File: config.mk
export PLATFORM = sky130hd
export DESIGN_NAME = cpu_supervisor
export DESIGN_NICKNAME = d
export VERILOG_FILES = /design/src/rtl/cpu_supervisor.sv
export SDC_FILE = /design/constraint.sdc
export NUM_CORES = 1
export LEC_CHECK = 0
export CAP_MARGIN = 20
export CORE_MARGIN = 1
export CORE_UTILIZATION = 51
export DETAILED_ROUTE_END_ITERATION = 10
export PLACE_DENSITY = 0.95
export SYNTH_ARGS = -nofsm -noshare
export SYNTH_HDL_FRONTEND = slang
export SYNTH_SLANG_ARGS = --single-unit
export TNS_END_PERCENT = 1
File: constraint.sdc
create_clock -name clk -period 5 [get_ports clk]
set_input_delay 1.25 -clock clk [delete_from_list [all_inputs] [get_ports clk]]
set_output_delay 1.25 -clock clk [all_outputs]
set_load 0.05 [all_outputs]
File: src/rtl/cpu_supervisor.sv
// cpu_supervisor: sits between a picorv32-class core memory port and the
// system bus. It sequences the core reset, gates bus requests, and detects
// bus errors, bus stalls and core traps. On a fault it records the cause and
// address, then either holds the core halted or restarts it after a delay.
module cpu_supervisor #(
  parameter int unsigned RESET_CYCLES   = 512,
  parameter int unsigned TIMEOUT_CYCLES = 1024,
  parameter int unsigned AUTO_RESTART   = 0,
  parameter int unsigned RESTART_DELAY  = 256,
  parameter int unsigned ADDR_WIDTH     = 32,
  parameter int unsigned COUNT_WIDTH    = 8
) (
  input  logic                   clk,
  input  logic                   resetn,
  output logic                   core_resetn,
  input  logic                   core_mem_valid,
  input  logic [ADDR_WIDTH-1:0]  core_mem_addr,
  output logic                   core_mem_ready,
  input  logic                   core_trap,
  output logic                   bus_valid,
  input  logic                   bus_ready,
  input  logic                   bus_error,
  input  logic                   restart_req,
  output logic                   fault,
  output logic [1:0]             fault_cause,
  output logic [ADDR_WIDTH-1:0]  fault_addr,
  output logic [COUNT_WIDTH-1:0] fault_count
);

  typedef enum logic [1:0] {
    ST_HOLD = 2'd0,
    ST_RUN  = 2'd1,
    ST_HALT = 2'd2
  } state_t;

  typedef enum logic [1:0] {
    CAUSE_NONE    = 2'd0,
    CAUSE_BUS_ERR = 2'd1,
    CAUSE_TIMEOUT = 2'd2,
    CAUSE_TRAP    = 2'd3
  } cause_t;

  // Each counter is just wide enough to reach its own parameter value.
  localparam int unsigned HOLD_W  = $clog2(RESET_CYCLES + 1);
  localparam int unsigned HALT_W  = $clog2(RESTART_DELAY + 1);
  // A disabled timeout still needs a legal one-bit counter.
  localparam int unsigned STALL_W = (TIMEOUT_CYCLES == 0) ? 1 : $clog2(TIMEOUT_CYCLES + 1);

  localparam logic [HOLD_W-1:0]  HOLD_LAST  = HOLD_W'(RESET_CYCLES - 1);
  localparam logic [HALT_W-1:0]  HALT_LAST  = HALT_W'(RESTART_DELAY - 1);
  localparam logic [STALL_W-1:0] STALL_LAST =
    STALL_W'((TIMEOUT_CYCLES == 0) ? 0 : TIMEOUT_CYCLES - 1);
  localparam logic [COUNT_WIDTH-1:0] COUNT_MAX = '1;

  state_t               state_q, state_d;
  logic [HOLD_W-1:0]    hold_cnt_q;
  logic [HALT_W-1:0]    halt_cnt_q;
  logic [STALL_W-1:0]   stall_cnt_q;

  logic                 stalled;
  logic                 err_hit;
  logic                 timeout_hit;
  logic                 trap_hit;
  logic                 fault_hit;
  cause_t               fault_code;
  logic                 enter_hold;

  // Fault detection in RUN, with bus error taking priority over timeout over trap.
  always_comb begin
    // NOTE: every signal driven here gets a default first so no path can
    // leave it unassigned and infer a latch.
    stalled     = 1'b0;
    err_hit     = 1'b0;
    timeout_hit = 1'b0;
    trap_hit    = 1'b0;
    fault_code  = CAUSE_NONE;
    if (state_q == ST_RUN) begin
      stalled     = core_mem_valid && !bus_ready;
      err_hit     = core_mem_valid && bus_error;
      timeout_hit = (TIMEOUT_CYCLES != 0) && stalled && (stall_cnt_q == STALL_LAST);
      trap_hit    = core_trap;
    end
    if (err_hit)          fault_code = CAUSE_BUS_ERR;
    else if (timeout_hit) fault_code = CAUSE_TIMEOUT;
    else if (trap_hit)    fault_code = CAUSE_TRAP;
    fault_hit = err_hit || timeout_hit || trap_hit;
  end

  // Next-state decode plus the combinational bus handshake outputs.
  always_comb begin
    state_d        = state_q;
    bus_valid      = 1'b0;
    core_mem_ready = 1'b0;
    unique case (state_q)
      ST_HOLD: begin
        // A restart request here is ignored; the hold count keeps running.
        if (hold_cnt_q == HOLD_LAST) state_d = ST_RUN;
      end
      ST_RUN: begin
        bus_valid      = core_mem_valid;
        core_mem_ready = bus_ready && !bus_error;
        if (restart_req)    state_d = ST_HOLD;
        else if (fault_hit) state_d = ST_HALT;
      end
      ST_HALT: begin
        if (restart_req) begin
          state_d = ST_HOLD;
        end else if ((AUTO_RESTART != 0) && (halt_cnt_q == HALT_LAST)) begin
          state_d = ST_HOLD;
        end
      end
      default: state_d = ST_HOLD;
    endcase
    enter_hold = (state_d == ST_HOLD) && (state_q != ST_HOLD);
  end

  // State register and the core reset, which is low only while holding.
  always_ff @(posedge clk or negedge resetn) begin
    // NOTE: sequential state uses non-blocking assignments so every register
    // samples the pre-edge values regardless of statement order.
    if (!resetn) begin
      state_q     <= ST_HOLD;
      core_resetn <= 1'b0;
    end else begin
      state_q     <= state_d;
      // Core stays out of reset in HALT so its state is preserved for debug.
      core_resetn <= (state_d != ST_HOLD);
    end
  end

  // Reset hold counter: cleared on entry to HOLD, counts up while holding.
  always_ff @(posedge clk or negedge resetn) begin
    if (!resetn) begin
      hold_cnt_q <= '0;
    end else if (enter_hold) begin
      hold_cnt_q <= '0;
    end else if ((state_q == ST_HOLD) && (hold_cnt_q != HOLD_LAST)) begin
      hold_cnt_q <= hold_cnt_q + 1'b1;
    end
  end

  // Halt dwell counter: cleared on entry to HALT, saturates at its last value.
  always_ff @(posedge clk or negedge resetn) begin
    if (!resetn) begin
      halt_cnt_q <= '0;
    end else if ((state_d == ST_HALT) && (state_q != ST_HALT)) begin
      halt_cnt_q <= '0;
    end else if ((state_q == ST_HALT) && (halt_cnt_q != HALT_LAST)) begin
      halt_cnt_q <= halt_cnt_q + 1'b1;
    end
  end

  // Stall counter: counts consecutive stalled cycles, clears on any other cycle.
  always_ff @(posedge clk or negedge resetn) begin
    if (!resetn) begin
      stall_cnt_q <= '0;
    end else if (!stalled || (TIMEOUT_CYCLES == 0)) begin
      stall_cnt_q <= '0;
    end else if (stall_cnt_q != STALL_LAST) begin
      stall_cnt_q <= stall_cnt_q + 1'b1;
    end
  end

  // Fault record: capture cause/address/count on a fault; HOLD entry clears the flag.
  always_ff @(posedge clk or negedge resetn) begin
    if (!resetn) begin
      fault       <= 1'b0;
      fault_cause <= CAUSE_NONE;
      fault_addr  <= '0;
      fault_count <= '0;
    end else begin
      if (fault_hit) begin
        fault_cause <= fault_code;
        fault_addr  <= core_mem_addr;
        if (fault_count != COUNT_MAX) fault_count <= fault_count + 1'b1;
      end
      if (enter_hold)     fault <= 1'b0;
      else if (fault_hit) fault <= 1'b1;
    end
  end

endmodule
==> metrics, run 1 <==
biggest area consumer among synthesized cells dfrtp_1; Die X 78.4 µm; placed cell count 393; WHS 0.507 ns; Slew Limit Fails 0; ant diodes 0; Comb pwr share 0.361; CTS Buf Count 9; Post-synth top cells dfrtp_1, mux2_2, nor2_1, nand2_1, nor3_1; Core Footprint 0.00557 mm²; Port Buffer Count 84; final hold violation count 0; Initial Util 0.534; clock root buffer clkbuf_8; RePlAce Congestion 0.765; ys flop type dfrtp_1; final instance area 0.00412 mm²; share of cells above drive strength 1 0.178; Worst Path Required 3.75 ns; Post-synth EDFFs 0; worst-path fanout max 3; synth top area cells dfrtp_1, mux2_2, nor2_1, xor2_1, nand2_1; syn avg cell area 12.3 µm²; Total Routing Usage GR 0.229; worst slack at placement 0.821 ns; Final Setup Violations 0; crit share post-route 0.802; final std cells w/o fill 410; CTS tree done; Mapped Area 0.00298 mm²; Top delay family on crit path buffers and inverters; antenna-violating nets left 0; Worst Path Arrival 2.76 ns; Cell Chain, Critical Path clkdlybuf4s50_1, and2_1, clkdlybuf4s50_1; RSZ-0062 raised after global routing no; Internal Power 1.24 mW; Cells after Synth 242; drt drc 0; First-pass DRT Iterations 4; post_cts resized 0; Slew HR 0.393; hold_buf cts 0; Die H 78.4 µm; worst setup path class in2out; fin util 0.739; Vias/cell 5.60; placed cell area 0.00387 mm²; syn nets 284; VDD IR max 0.302 mV; min cycle time layout 4.01 ns; total power 1.99 mW; Ports 85; Die Area 0.00615 mm²; WL/cell 16.3 µm; Skew-Pair Late Insertion Delay 0.34 ns; post-DP HPWL 4340 µm; clock network power share 0.254; setup TNS 0 ns; setup bufs post-CTS 0; Sw Share 0.377; top-count cell post-synth dfrtp_1; Min-Delay Path Class reg2reg; most frequent cell on the critical path clkdlybuf4s50_1; Worst-Margin Slew 0.911 ns; Detailed Route WL 6670 µm; Area Overhead vs Synth 38.3%; ys async rst share 1.00; Reg power frac 0.385; pin count of the biggest net entering global routing 42; initial antenna violation count 0; Synth cell types 42; startpoint type of the worst setup path input pin; vias in the first global route 2237; Seq/Total Area, Yosys 0.563; Fmax 0.249 GHz; clock sink count 67; static leakage 1.88 nW; CP Buf/Inv Count 2; Psw 0.752 mW; Max-Cap Viols 0; clk_skew 0.00748 ns; Final nets 375; DR vias 2298; total grt overflow 0; Iter 0 DRT Violations 136; Yosys reg bits 67; status finished clean; crit-path max cell delay 0.82 ns; global-route wire length before repair 10700 µm; cell area power density 484 mW/mm²; clk buf depth 2; filler cell count 372; worst setup margin 0.990 ns; Critical Path Sink Type output port; top cell type's share of synthesized area 0.563; synth warn 0; Clock H-tree levels 3; Critical-path top delay cell clkdlybuf4s50_1; # rows 27; Clk pin slew, worst setup/hold paths 0.07 ns
## layout by cell type, fill, tap and decap left out, drive strengths merged, types with 3 or more instances in the layout
cell type	n
and3	5
nand4	7
nand3	5
dfrtp	67
nor2	23
o21ai	5
nor4	3
mux2	35
clkbuf	10
nor3	10
a21oi	10
xnor2	6
nand2	15
xor2	9
ha	3
buf	3
nor2b	3
inv	3
clkdlybuf4s50	83
or3	3
## worst reg2reg max path, cell delays in order, from the launching register on
cell and delay, ns:
dfrtp_1 0.48, nand4bb_1 0.58, nor4_4 0.70, nor2_4 0.18, buf_12 0.23, nor4b_1 0.34, mux2_2 0.37
## state kept, by name, indices dropped and copies added (netlist names)
| name | count |
|---|---|
| stall_cnt_q | 11 |
| fault | 1 |
| fault_cause | 2 |
| fault_count | 8 |
| hold_cnt_q | 10 |
| core_resetn | 1 |
| fault_addr | 32 |
| state_q | 2 |
## power groups by stage
| stage | combinational [mW] | clock, mW | sequential (mW) |
|---|---|---|---|
| 3_5_place_dp | 0.716 | 0 | 0.773 |
| 2_1_floorplan | 0.167 | 0 | 1.06 |
| 4_1_cts | 0.724 | 0.510 | 0.768 |
| 3_3_place_gp | 0.700 | 0 | 0.763 |
| 6_report | 0.720 | 0.506 | 0.768 |
| 5_1_grt | 0.753 | 0.535 | 0.785 |
## per-layer routing
metal  vias to the layer above  global-route usage  wire [µm]
li1                       1053                   -          -
met3                        18              0.0465        371
met4                         0               0.109        142
met1                      1135               0.286       2780
met5                         -                   0          0
met2                        92               0.382       3380
## layout make-up
| class | instances | area (µm²) | share of cell area |
|---|---|---|---|
| Clock buffer | 10 | 138 | 0.0334 |
| Clock inverter | 6 | 88.8 | 0.0216 |
| Inverter | 3 | 11.3 | 0.00273 |
| Multi-Input combinational cell | 166 | 1250 | 0.304 |
| Sequential cell | 67 | 1680 | 0.407 |
| Tap cell | 72 | 90.1 | 0.0219 |
| Timing Repair Buffer | 86 | 863 | 0.210 |
## final timing paths
kind                                 from        endpoint  slack [ns]  cells past startpoint
max reg2reg                    state_q[1]  fault_count[6]        2.01                      6
min in group asynchronous          resetn  stall_cnt_q[2]        1.03                      1
min                        fault_addr[29]  fault_addr[29]        0.51                      1
max                        core_mem_valid       bus_valid        0.99                      3
max in group asynchronous          resetn  stall_cnt_q[9]        3.05                      2
min reg2reg                fault_addr[29]  fault_addr[29]        0.51                      1
## kinds of logic (layout without fill, tap and decap cells)
kind of cell	after synthesis	count (layout)	synth area share
buffers and inverters	9	105	0.0189
adders and majority gates	3	3	0.0126
AOI/OAI and AO/OA	25	25	0.0542
DFF	67	67	0.563
and+or+nand+nor	86	86	0.168
muxes	37	37	0.139
xor gates and xnor gates	15	15	0.0441
(Power assumes the default switching activity.)
==> run 2, diff against run 1 <==
--- a/config.mk
+++ b/config.mk
@@ -7,9 +7,9 @@
 export LEC_CHECK = 0
 export CAP_MARGIN = 20
 export CORE_MARGIN = 1
-export CORE_UTILIZATION = 51
+export CORE_UTILIZATION = 47
 export DETAILED_ROUTE_END_ITERATION = 10
-export PLACE_DENSITY = 0.95
+export PLACE_DENSITY = 0.89
 export SYNTH_ARGS = -nofsm -noshare
 export SYNTH_HDL_FRONTEND = slang
 export SYNTH_SLANG_ARGS = --single-unit
==> constraint.sdc (replaced) <==
create_clock -name clk -period 3.8 [get_ports clk]
set_input_delay 0.95 -clock clk [delete_from_list [all_inputs] [get_ports clk]]
set_output_delay 0.95 -clock clk [all_outputs]
set_load 0.05 [all_outputs]
==> run 2 against run 1 <==
Setup slack lost 0.60 ns. Count of clock-buffer cells in the layout increased by 1. Wire length shrank 5.4%. First-iteration DRC count down 46%. Total power increased by 26%. Critical path type unchanged. Critical endpoint is now core_mem_ready. Largest power group unchanged.
==> metrics, run 2 (synthesis results as in run 1) <==
clock sink count 67 (unchanged); post-DP HPWL 4340 µm (about the same); initial antenna violation count 0 (unchanged); total power 2.51 mW (+26%); Worst Path Arrival 2.46 ns (-0.30 ns); Port Buffer Count 84 (unchanged); Slew Limit Fails 0 (unchanged); Ports 85 (unchanged); Fmax 0.293 GHz; Core Footprint 0.00603 mm² (+8.1%); Initial Util 0.494 (-0.0401); total grt overflow 0 (unchanged); most frequent cell on the critical path clkdlybuf4s50_1; Iter 0 DRT Violations 73 (-46%); final std cells w/o fill 415 (+1.2%); CTS Buf Count 9 (unchanged); cell area power density 614 mW/mm² (+27%); reg-to-reg slack, setup 1.44 ns (-0.57 ns); filler cell count 451 (+21%); Die X 81.6 µm (+4.1%); Skew-Pair Late Insertion Delay 0.35 ns (about the same); WL/cell 15.2 µm (-6.5%); Final nets 377 (+0.53%); Critical R2R Launch stall_cnt_q[0]; setup bufs post-CTS 0 (unchanged); clk buf depth 2 (unchanged); RePlAce Congestion 0.788 (+3.0%); CP Buf/Inv Count 2 (unchanged); final hold violation count 0 (unchanged); placed cell count 399 (+1.5%); CTS tree done; VDD IR max 0.442 mV (+46%); crit-path max cell delay 0.81 ns (about the same); hold_buf cts 0 (unchanged); Critical Path Sink Type output port; status finished clean; Vias/cell 5.41 (-3.5%); Most flops, register fault_addr; Clk pin slew, worst setup/hold paths 0.06 ns (about the same); global-route wire length before repair 10400 µm (-2.1%); First-pass DRT Iterations 4 (unchanged); clock root buffer clkbuf_8; share of cells above drive strength 1 0.176 (-0.00104); antenna-violating nets left 0 (unchanged); Largest regs fault_addr x32, stall_cnt_q x11, hold_cnt_q x10; r2r endpoint fault_count[3]; worst setup path class in2out; Max-Cap Viols 0 (unchanged); vias in the first global route 2303 (+3.0%); # rows 28 (+3.7%); commonest non-fill, non-tap cell in the layout clkdlybuf4s50_1; Die H 81.6 µm (+4.1%); clk_skew 0.00712 ns (-0.000354 ns); Area Overhead vs Synth 37.1%; Top delay family on crit path buffers and inverters; crit share post-route 0.898; Worst Path Required 2.85 ns (-0.90 ns); min cycle time layout 3.41 ns; pin count of the biggest net entering global routing 66 (+57%); drt drc 0 (unchanged); worst-path fanout max 4 (+1); post_cts resized 0 (unchanged); Final Setup Violations 0 (unchanged); most frequent cells in the layout clkdlybuf4s50_1, dfrtp_1, mux2_2, nor2_1, nand2_1; static leakage 1.87 nW (-0.44%); Min-Delay Path Class in2async; Cell Chain, Critical Path clkdlybuf4s50_1, and3b_1, clkdlybuf4s50_1; Worst-Margin Slew 0.802 ns (-0.108 ns); Worst R2R Path Depth 7 (+1); DR vias 2245 (-2.3%); startpoint type of the worst setup path input pin; Critical-path top delay cell clkdlybuf4s50_1; ant diodes 0 (unchanged); RSZ-0062 raised after global routing no; Total Routing Usage GR 0.212 (-0.0172); setup TNS 0 ns (unchanged); Slew HR 0.465 (+0.0723); Detailed Route WL 6320 µm (-5.4%); Die Area 0.00666 mm² (+8.3%); Largest register FFs 32 (unchanged); Clock H-tree levels 3 (unchanged)
## run 2: changes by cell type in the layout (fill, tap and decap cells not counted), sizes merged
cell | previous run | this run
buf | 3 | 5
bufinv | 2 | 1
clkbuf | 10 | 11
clkinv | 2 | 4
clkinvlp | 2 | 0
## run 2: stage by stage
step	hold WS, ns	setup WS [ns]	instance area, µm²	util
floorplan	0.481	1.27	2980	-
CTS	0.374	0.393	4080	0.678
finish	0.387	0.388	4080	0.678
detailed placement	0.494	0.398	3900	0.647
global placement	0.486	0.440	3900	0.647
global route	0.381	0.367	4080	0.678
## run 2: layout make-up
type / instances / area [µm²] / share of cell area
Clock buffer: 11 / 131 / 0.0322
Clock inverter: 5 / 53.8 / 0.0132
Inverter: 3 / 11.3 / 0.00276
Multi-Input combinational cell: 166 / 1250 / 0.306
Sequential cell: 67 / 1680 / 0.411
Tap cell: 75 / 93.8 / 0.0230
Timing Repair Buffer: 88 / 866 / 0.212
## run 2: worst max path at each step
stage,from,depth (start not counted),slack [ns],end
5_1_grt,bus_error,3,0.37,core_mem_ready
2_1_floorplan,bus_ready,5,1.27,fault_count[6]
3_5_place_dp,bus_error,3,0.40,core_mem_ready
3_3_place_gp,bus_error,3,0.44,core_mem_ready
4_1_cts,bus_error,3,0.39,core_mem_ready
6_report,bus_error,3,0.39,core_mem_ready
## run 2: power by group
group	switching, mW	total [mW]	internal (mW)	leakage (nW)
Combinational	0.570	0.936	0.367	0.863
Clock	0.270	0.571	0.301	0.0971
Sequential	0.120	1.00	0.881	0.907
Total	0.959	2.51	1.55	1.87
## run 2: layer usage
metal	routed length, µm	global-route usage
met5	0	0
met4	153	0.128
met3	310	0.0456
met2	3310	0.354
met1	2540	0.250
## run 2: worst reg2reg max path, stage by stage, from the launching register on
cell and delay [ns]:
dfrtp_1 0.41, ha_1 0.23, nand4_2 0.22, nor4_4 0.40, nor2_4 0.10, buf_4 0.30, nor3_1 0.38, xor2_1 0.23
